## src/rtl/enc_period_quad_sync.sv

```systemverilog
// Quadrature encoder period meter: synchronises A/B, decodes direction and reports
// max(latched period of the last edge, running count toward the next expected edge).
module enc_period_quad_sync #(
  parameter  int CNT_W       = 26,
  parameter  int SYNC_STAGES = 2,
  localparam int PER_W       = CNT_W + 6
) (
  input  logic             clk_fast,
  input  logic             reset,
  input  logic             a,
  input  logic             b,
  input  logic             err_clr,
  output logic             dir,
  output logic             edge_stb,
  output logic [PER_W-1:0] period,
  output logic             quad_err
);

  // last-edge state | meaning
  // E_AUP           | A rose (also the reset state)
  // E_ADN           | A fell
  // E_BUP           | B rose
  // E_BDN           | B fell
  typedef enum logic [1:0] {E_AUP = 2'b00, E_ADN = 2'b01, E_BUP = 2'b10, E_BDN = 2'b11} edge_e;

  logic [SYNC_STAGES-1:0] a_sync_q, b_sync_q;
  logic                   a_prev_q, b_prev_q;
  logic                   a_s, b_s, ea, eb;

  logic [CNT_W-1:0] cnt_q [4];
  logic [CNT_W-1:0] cnt_d [4];
  logic [CNT_W-1:0] lat_q [4];
  logic [CNT_W-1:0] lat_d [4];
  logic [3:0]       armed_q, armed_d;
  edge_e            last_q, last_d, e_new;
  logic             dir_q, dir_d, dir_new;
  logic             chg_q, chg_d;
  logic             stb_q, stb_d;
  logic             qerr_q, qerr_d;
  logic [PER_W-1:0] period_q, period_d;

  edge_e            nxt, rep;
  logic [CNT_W-1:0] run_v, lat_v, val;
  logic             src;

  function automatic logic [CNT_W-1:0] sat_inc(input logic [CNT_W-1:0] v);
    return (&v) ? v : v + CNT_W'(1);
  endfunction

  function automatic edge_e next_edge(input edge_e l, input logic d);
    edge_e n;
    case (l)
      E_AUP:   n = d ? E_BDN : E_BUP;
      E_BUP:   n = d ? E_AUP : E_ADN;
      E_ADN:   n = d ? E_BUP : E_BDN;
      default: n = d ? E_ADN : E_AUP;
    endcase
    return n;
  endfunction

  assign a_s = a_sync_q[SYNC_STAGES-1];
  assign b_s = b_sync_q[SYNC_STAGES-1];
  assign ea  = a_s ^ a_prev_q;
  assign eb  = b_s ^ b_prev_q;

  always_comb begin
    cnt_d   = cnt_q;
    lat_d   = lat_q;
    armed_d = armed_q;
    last_d  = last_q;
    dir_d   = dir_q;
    chg_d   = chg_q;
    stb_d   = 1'b0;
    qerr_d  = qerr_q;
    e_new   = E_AUP;
    dir_new = dir_q;
    for (int i = 0; i < 4; i++) cnt_d[i] = sat_inc(cnt_q[i]);

    if (ea && eb)   qerr_d = 1'b1;
    else if (err_clr) qerr_d = 1'b0;

    if (ea ^ eb) begin
      if (ea) begin
        e_new   = a_s ? E_AUP : E_ADN;
        dir_new = (a_s == b_s);
      end else begin
        e_new   = b_s ? E_BUP : E_BDN;
        dir_new = (b_s != a_s);
      end
      stb_d  = 1'b1;
      last_d = e_new;
      dir_d  = dir_new;
      // A reversal invalidates every stored period, including this edge's own.
      if (dir_new != dir_q) begin
        armed_d = '0;
        chg_d   = 1'b1;
      end
      if (armed_d[e_new]) lat_d[e_new] = sat_inc(cnt_q[e_new]);
      armed_d[e_new] = 1'b1;
      cnt_d[e_new]   = '0;
      if (&armed_d) chg_d = 1'b0;
    end
  end

  always_comb begin
    nxt   = next_edge(last_q, dir_q);
    run_v = cnt_q[nxt];
    lat_v = lat_q[last_q];
    if (!armed_q[last_q] || run_v >= lat_v) begin
      val = run_v;
      src = 1'b0;
      rep = nxt;
    end else begin
      val = lat_v;
      src = 1'b1;
      rep = last_q;
    end
    period_d = {src, dir_q, chg_q, rep, &val, val};
  end

  always_ff @(posedge clk_fast or negedge reset) begin
    if (!reset) begin
      a_sync_q <= '0;
      b_sync_q <= '0;
      a_prev_q <= 1'b0;
      b_prev_q <= 1'b0;
      for (int i = 0; i < 4; i++) begin
        cnt_q[i] <= '0;
        lat_q[i] <= '0;
      end
      armed_q  <= '0;
      last_q   <= E_AUP;
      dir_q    <= 1'b0;
      chg_q    <= 1'b0;
      stb_q    <= 1'b0;
      qerr_q   <= 1'b0;
      period_q <= '0;
    end else begin
      a_sync_q <= {a_sync_q[SYNC_STAGES-2:0], a};
      b_sync_q <= {b_sync_q[SYNC_STAGES-2:0], b};
      a_prev_q <= a_s;
      b_prev_q <= b_s;
      cnt_q    <= cnt_d;
      lat_q    <= lat_d;
      armed_q  <= armed_d;
      last_q   <= last_d;
      dir_q    <= dir_d;
      chg_q    <= chg_d;
      stb_q    <= stb_d;
      qerr_q   <= qerr_d;
      period_q <= period_d;
    end
  end

  assign dir      = dir_q;
  assign edge_stb = stb_q;
  assign period   = period_q;
  assign quad_err = qerr_q;

endmodule
```

## config.mk

```make
export PLATFORM = sky130hd
export DESIGN_NAME = enc_period_quad_sync
export DESIGN_NICKNAME = d
export VERILOG_FILES = /design/src/rtl/enc_period_quad_sync.sv
export SDC_FILE = /design/constraint.sdc
export NUM_CORES = 1
export LEC_CHECK = 0
export CORE_ASPECT_RATIO = 1.75
export CORE_MARGIN = 8
export CORE_UTILIZATION = 50
export DETAILED_ROUTE_END_ITERATION = 16
export HOLD_SLACK_MARGIN = 0.08
export MAX_ROUTING_LAYER = met4
export PLACE_DENSITY = 0.71
export SLEW_MARGIN = 15
export SYNTH_ARGS = -nofsm -noshare
export SYNTH_HDL_FRONTEND = slang
export SYNTH_SLANG_ARGS = --single-unit
```

## constraint.sdc

```tcl
create_clock -name clk_fast -period 4.4 [get_ports clk_fast]
set_clock_uncertainty 0.2 [all_clocks]
set_input_delay 0.66 -clock clk_fast [delete_from_list [all_inputs] [get_ports clk_fast]]
set_output_delay 0.66 -clock clk_fast [all_outputs]
set_load 0.01 [all_outputs]
```

; Yosys cells after proc, flatten, opt, wreduce, memory -nomap -nowiden
; Cells that the tools add are included.
[word_totals]
output_inout_bits = 35
reg_bits = 256
inputBits = 5
word_cells = 108
[op_classes]
addsub = 5
n_reduce_logical = 17
bitwise_logic = 9
n_eq_ne = 5
order_cmp = 8
muxes = 45
[ops]
columns = cell, count
row1 = two-way mux 26 bit, 13
row2 = binary-select mux 26 bit (select 2 bit), 3
row3 = AND reduction 26 bit, 6
row4 = "adder 26 x 1 -> 26 bit, second input constant", 5
row5 = AND 104 bit, 1
row6 = bitwise mux 104 bit, 1
row7 = two-way mux 104 bit, 1
row8 = inverter 104 bit, 1
row9 = demux 26 bit (select 2 bit), 1
row10 = >= comparator 26 bit, 1
row11 = two-way mux 1 bit, 17
row12 = ">= comparator 3 bit, second input constant", 3
row13 = inverter 2 -> 3 bit, 3
row14 = two-way mux 4 bit, 2
row15 = "< comparator 2 x 3 -> 1 bit, second input constant", 2
row16 = two-way mux 2 bit, 3
row17 = one-hot mux 2 bit (3 select lines), 1
row18 = binary-select mux 1 bit (select 2 bit), 2
row19 = OR 4 bit, 1
row20 = AND reduction 2 bit, 2
row21 = AND reduction 4 bit, 1
row22 = nonzero test 2 bit, 2
row23 = logical AND 1 bit, 3
row24 = "< comparator 3 x 1 -> 1 bit, second input constant", 1
row25 = 10 further kinds, 13

; Depth between registers and ports, before layout
[logic_depth]
ltp_word = 11
depth_mapped = 14
mapped_depth_nobuf = 11

; Worst setup path after synthesis
; Ideal clock, no wire load.
[synth_timing]
path_kind = reg2reg
startpoint = register dir_q, in the netlist dir
endpoint = register period_q[0], in the netlist period[0]
path_buffers = 4
setup_time_ps = 125
synth_period_minus_slack_ps = 4554
path_slack_ps = -154
required_time_ps = 4075
stages_incl_launch_ff = 15
t_arrival_ps = 4229
path_cell_list = dfrtp_1 buf_2 xnor2_2 buf_6 buf_2 mux4_2 ha_1 a21o_1 a21o_1 a211o_1 a21oi_1 o22ai_1 a211oi_1 clkbuf_1 mux2_2
[synth_between]
elab_chain_cells = 9
word_cells_on_any_way = 12
classes_between = 1 x order compare / 9 x mux / 1 x bitwise / 1 x reduce/logical
[synth_lines]
columns = item, line_no
row1 = start: declaration, 36  ; logic dir_q, dir_d, dir_new;
row2 = start signal: assignment, 147  ; dir_q <= dir_d;
row3 = two-way mux 1 bit (on tied branches), n/a
row4 = one-hot mux 2 bit (3 select lines) (*), 52  ; case (l)
row5 = inverter 2 -> 3 bit (not written as such) (*), 107  ; run_v = cnt_q[nxt];
row6 = binary-select mux 26 bit (select 2 bit) (*), 107
row7 = two-way mux 26 bit (not written as such) (*) (2 in a row), 107
row8 = >= comparator 26 bit, 109  ; if (!armed_q[last_q] || run_v >= lat_v) begin
row9 = logical OR 1 bit, 109
row10 = two-way mux 26 bit (*), 109
row11 = net period_d[0], 40  ; logic [PER_W-1:0] period_q, period_d;
row12 = end signal: assignment, 151  ; period_q <= period_d;
row13 = end: declaration, 40
; Mark *: on every way through the listed nets, which the timed path passes. The rest lies on a longest branch. The select of a mux whose other input is x is not followed.
; A chain may end at the register's enable or synchronous reset.

; Final worst setup path
[layout_timing]
startpoint = register dir_q, in the netlist dir
endpoint = register period_q[22], in the netlist period[22]
; Same word-level chain as after synthesis.

==> run metrics <==
Async SR Flop Fraction=100%; setup bufs post-CTS=0; met3 wire len=~1.8 mm; IO buf count=39; ANT nets after route=0; diode count=0; synth top area cells=dfrtp_1 (43%), mux4_2 (8.0%), nor2_1 (4.9%); CTS tree=done; min-delay src=b_sync_q[0]$_DFF_PN0_; initial antenna violation count=0; 1st-iter DRT viols=about 840; CTS max path bufs=3; Post-CTS Resized=0; hold_buf cts=1; kind of critical path=register to register; Final Non-Filler Cells=1909; Critical Path Start Type=register; Reg-to-Reg Start=dir$_DFFE_PN0N_; DR WL met2=around 24 mm; Cell Pwr Density=530 nW/um^2; fin nets=1547; GRT Total Usage=roughly a quarter; Die Ht=244 um; clock latency on the worst-skew pair=0.54 ns; number of global-route vias before repair=12400; total number of vias=12200; ys flop type=dfrtp_1; RSZ-0062 raised after global routing=false; global-route wire length before repair=71.8 mm; DR WL/cell=24.0 um; GPL Wtd Cong=0.941; total CTS buffers=25; crit-path cells=xnor2_4 -> buf_12 -> mux4_2 -> ha_1 -> a21o_1 -> a21o_1 -> a211o_1 -> a21oi_1 -> o22ai_1 -> a211oi_4 -> buf_4 -> mux2_2; status=completed; worst hold-check path type=register to register; placed instance count=roughly 1900; IO Count=40; endpoints failing setup=0; largest net degree at the start of global routing=about 120; Fin. Hold Viols=0; Worst-Margin Slew=1.04 ns; M1 WL=16.9 mm; DR pass1 iterations=7; Worst R2R End=period[22]$_DFF_PN0_; area of placed instances=15900 sq um; Reg2Reg Depth=12; Synth Register Bits=256; max frequency=249 MHz; HPWL Detailed=34.8 mm; DR vias/cell=6.39; syn_area_per_cell=between 10 and 15 sq um; Syn Nets=1515; die area=roughly 36000 sq um; min Tclk post-route=4.01 ns; initial core utilization=50.8%; Required @ worst endpoint=~4.6 ns; fin area=approximately 17000 sq um; r2r setup slk=0.39 ns; Synth Instances=1478; Worst Path Arrival=4.23 ns; hold slack=0.149 ns; CORE AREA=29300 sq um; Hold Path End=b_sync_q[1]$_DFF_PN0_; Cell Area, Synth=14900 sq um; maximum capacitance violations=0; layout overhead on the synthesized area=12.6%; post-route clock period utilization=between 90% and 100%; Chip Width=between 100 and 150 um; Post-synth EDFFs=0; Critical Path Sink Type=register; DRC violation count after routing=0; max-slew violations=0; row count=83; Synth top area share=43.1%; CTS H-tree lvls=1; Clock Tree Root=clkbuf_16; dominant cell type by area after synthesis=dfrtp_1; ratio of cells with drive above 1 in the final layout=15.4%; gr ovfl total=0; Slew headroom=29.8%; Hold Crit Depth=0; Sink Count=256; leak pwr=7.11 nW; highest routed layer=met4; Critical-path top delay cell=mux4_2; CP dominant cell by count=a21o_1; Crit path largest cell delay=0.65 ns; VDD IR max=0.317 mV; sequential area share after synthesis=between 40% and 50%; CP max FO=20; Routed WL=45.7 mm; clock slew at reported path FFs=0.06 ns; Yosys cell types=between 70 and 80; yosys warns=0
[final cells by class]
cell class	instances	area (sq um)
inverters	47	176
repair buffers	91	851
clock inverters	13	190
clock buffers	31	688
flip-flops and latches	256	6410
multi-input cells	1089	7950
well taps	382	478
fillers	2573	12500
[worst max-delay path: cells and delay by family, from the launching register on]
| kind | cells | cell delay [ns] |
|---|---|---|
| DFF | 1 | 0.44 |
| buffers and inverters | 2 | 0.45 |
| AOI/OAI and AO/OA | 6 | 1.23 |
| adders and majority gates | 1 | 0.36 |
| muxes | 2 | 1.00 |
| xor gates and xnor gates | 1 | 0.20 |
[cells in the mapped netlist (all sizes together), types with 46 or more instances]
library cell	instances
a31oi	57
clkbuf	52
dfrtp	256
inv	46
mux2	56
mux4	53
nand2	89
nand3	66
nand4	60
nor2	193
o21ai	52
xnor2	51
[stage by stage]
stage	power (mW)	TNS (ns)	util (%)	setup slack (ns)
after global placement	6.51	0	54.1	0.446
after global routing	9.38	0	57.2	0.211
after detailed placement	6.60	0	54.1	0.427
final	8.88	0	57.2	0.389
after floorplan	5.45	-0.0629	-	-0.00315
after CTS	8.93	0	57.2	0.401
[kinds of logic (layout without fill, tap and decap cells)]
logic type               count (synthesis)  count (layout)  synth area share, %
AND/OR/NAND/NOR                        599             599                 20.8
AO/OA/AOI/OAI                          259             259                 11.8
flip-flops                             256             256                 43.1
buffers and inverters                  133             182                 3.84
multiplexers                           112             112                 12.5
XOR/XNOR                                87              87                 5.30
adder cells (fa/ha/maj)                 32              32                 2.69
[sequential cells by signal, indices dropped and copies added (netlist names)]
signal    cells
quad_err      1
armed_q       4
lat_q       104
b_sync_q      2
dir           1
chg_q         1
b_prev_q      1
a_prev_q      1
edge_stb      1
a_sync_q      2
period       32
last_q        2
cnt_q       104
[power breakdown]
part           switching [mW]  leakage, nW  internal (mW)
Combinational            1.60         3.36           1.49
Sequential              0.476         3.33           2.99
Clock                   0.968        0.417           1.35
Total                    3.04         7.11           5.83
[layer usage]
metal	GRT usage, %	vias to the layer above
li1	-	5490
met3	2.42	139
met4	15.8	0
met1	28.5	6156
met2	46.3	405
met5	-	-
[worst max path at each step]
stage               startpoint                   end  slack [ns]  cells after the start
6_report       dir$_DFFE_PN0N_  period[22]$_DFF_PN0_        0.39                     12
4_1_cts        dir$_DFFE_PN0N_  period[18]$_DFF_PN0_        0.40                     12
5_1_grt        dir$_DFFE_PN0N_  period[22]$_DFF_PN0_        0.21                     12
3_5_place_dp   dir$_DFFE_PN0N_  period[18]$_DFF_PN0_        0.43                     12
2_1_floorplan  dir$_DFFE_PN0N_   period[0]$_DFF_PN0_      -0.003                     14
3_3_place_gp   dir$_DFFE_PN0N_  period[18]$_DFF_PN0_        0.45                     12
[layout by cell type, fill, tap and decap left out, types with 5 or more instances in the layout]
| master | n |
|---|---|
| or3_1 | 25 |
| dfrtp_1 | 254 |
| mux2_2 | 56 |
| nand2b_1 | 18 |
| nor2_2 | 5 |
| and3_1 | 22 |
| a21oi_1 | 36 |
| clkdlybuf4s50_1 | 38 |
| o31ai_1 | 10 |
| xnor2_1 | 49 |
| a21o_1 | 22 |
| nand2_1 | 89 |
| xor2_1 | 36 |
| or4_1 | 6 |
| and4_1 | 16 |
| mux4_2 | 53 |
| nand3b_1 | 8 |
| a31oi_1 | 57 |
| clkbuf_16 | 25 |
| and3b_1 | 12 |
| nand3_1 | 66 |
| buf_4 | 46 |
| a22oi_1 | 7 |
| nor4_1 | 12 |
| a221o_1 | 11 |
| o21a_1 | 9 |
| nor3_1 | 28 |
| nor2_1 | 188 |
| ha_1 | 32 |
| and2_1 | 15 |
| o221ai_1 | 6 |
| nor2b_1 | 7 |
| o21ai_0 | 50 |
| inv_1 | 45 |
| buf_12 | 5 |
| nand4_1 | 59 |
No activity file was read; power rests on OpenSTA's default activity.
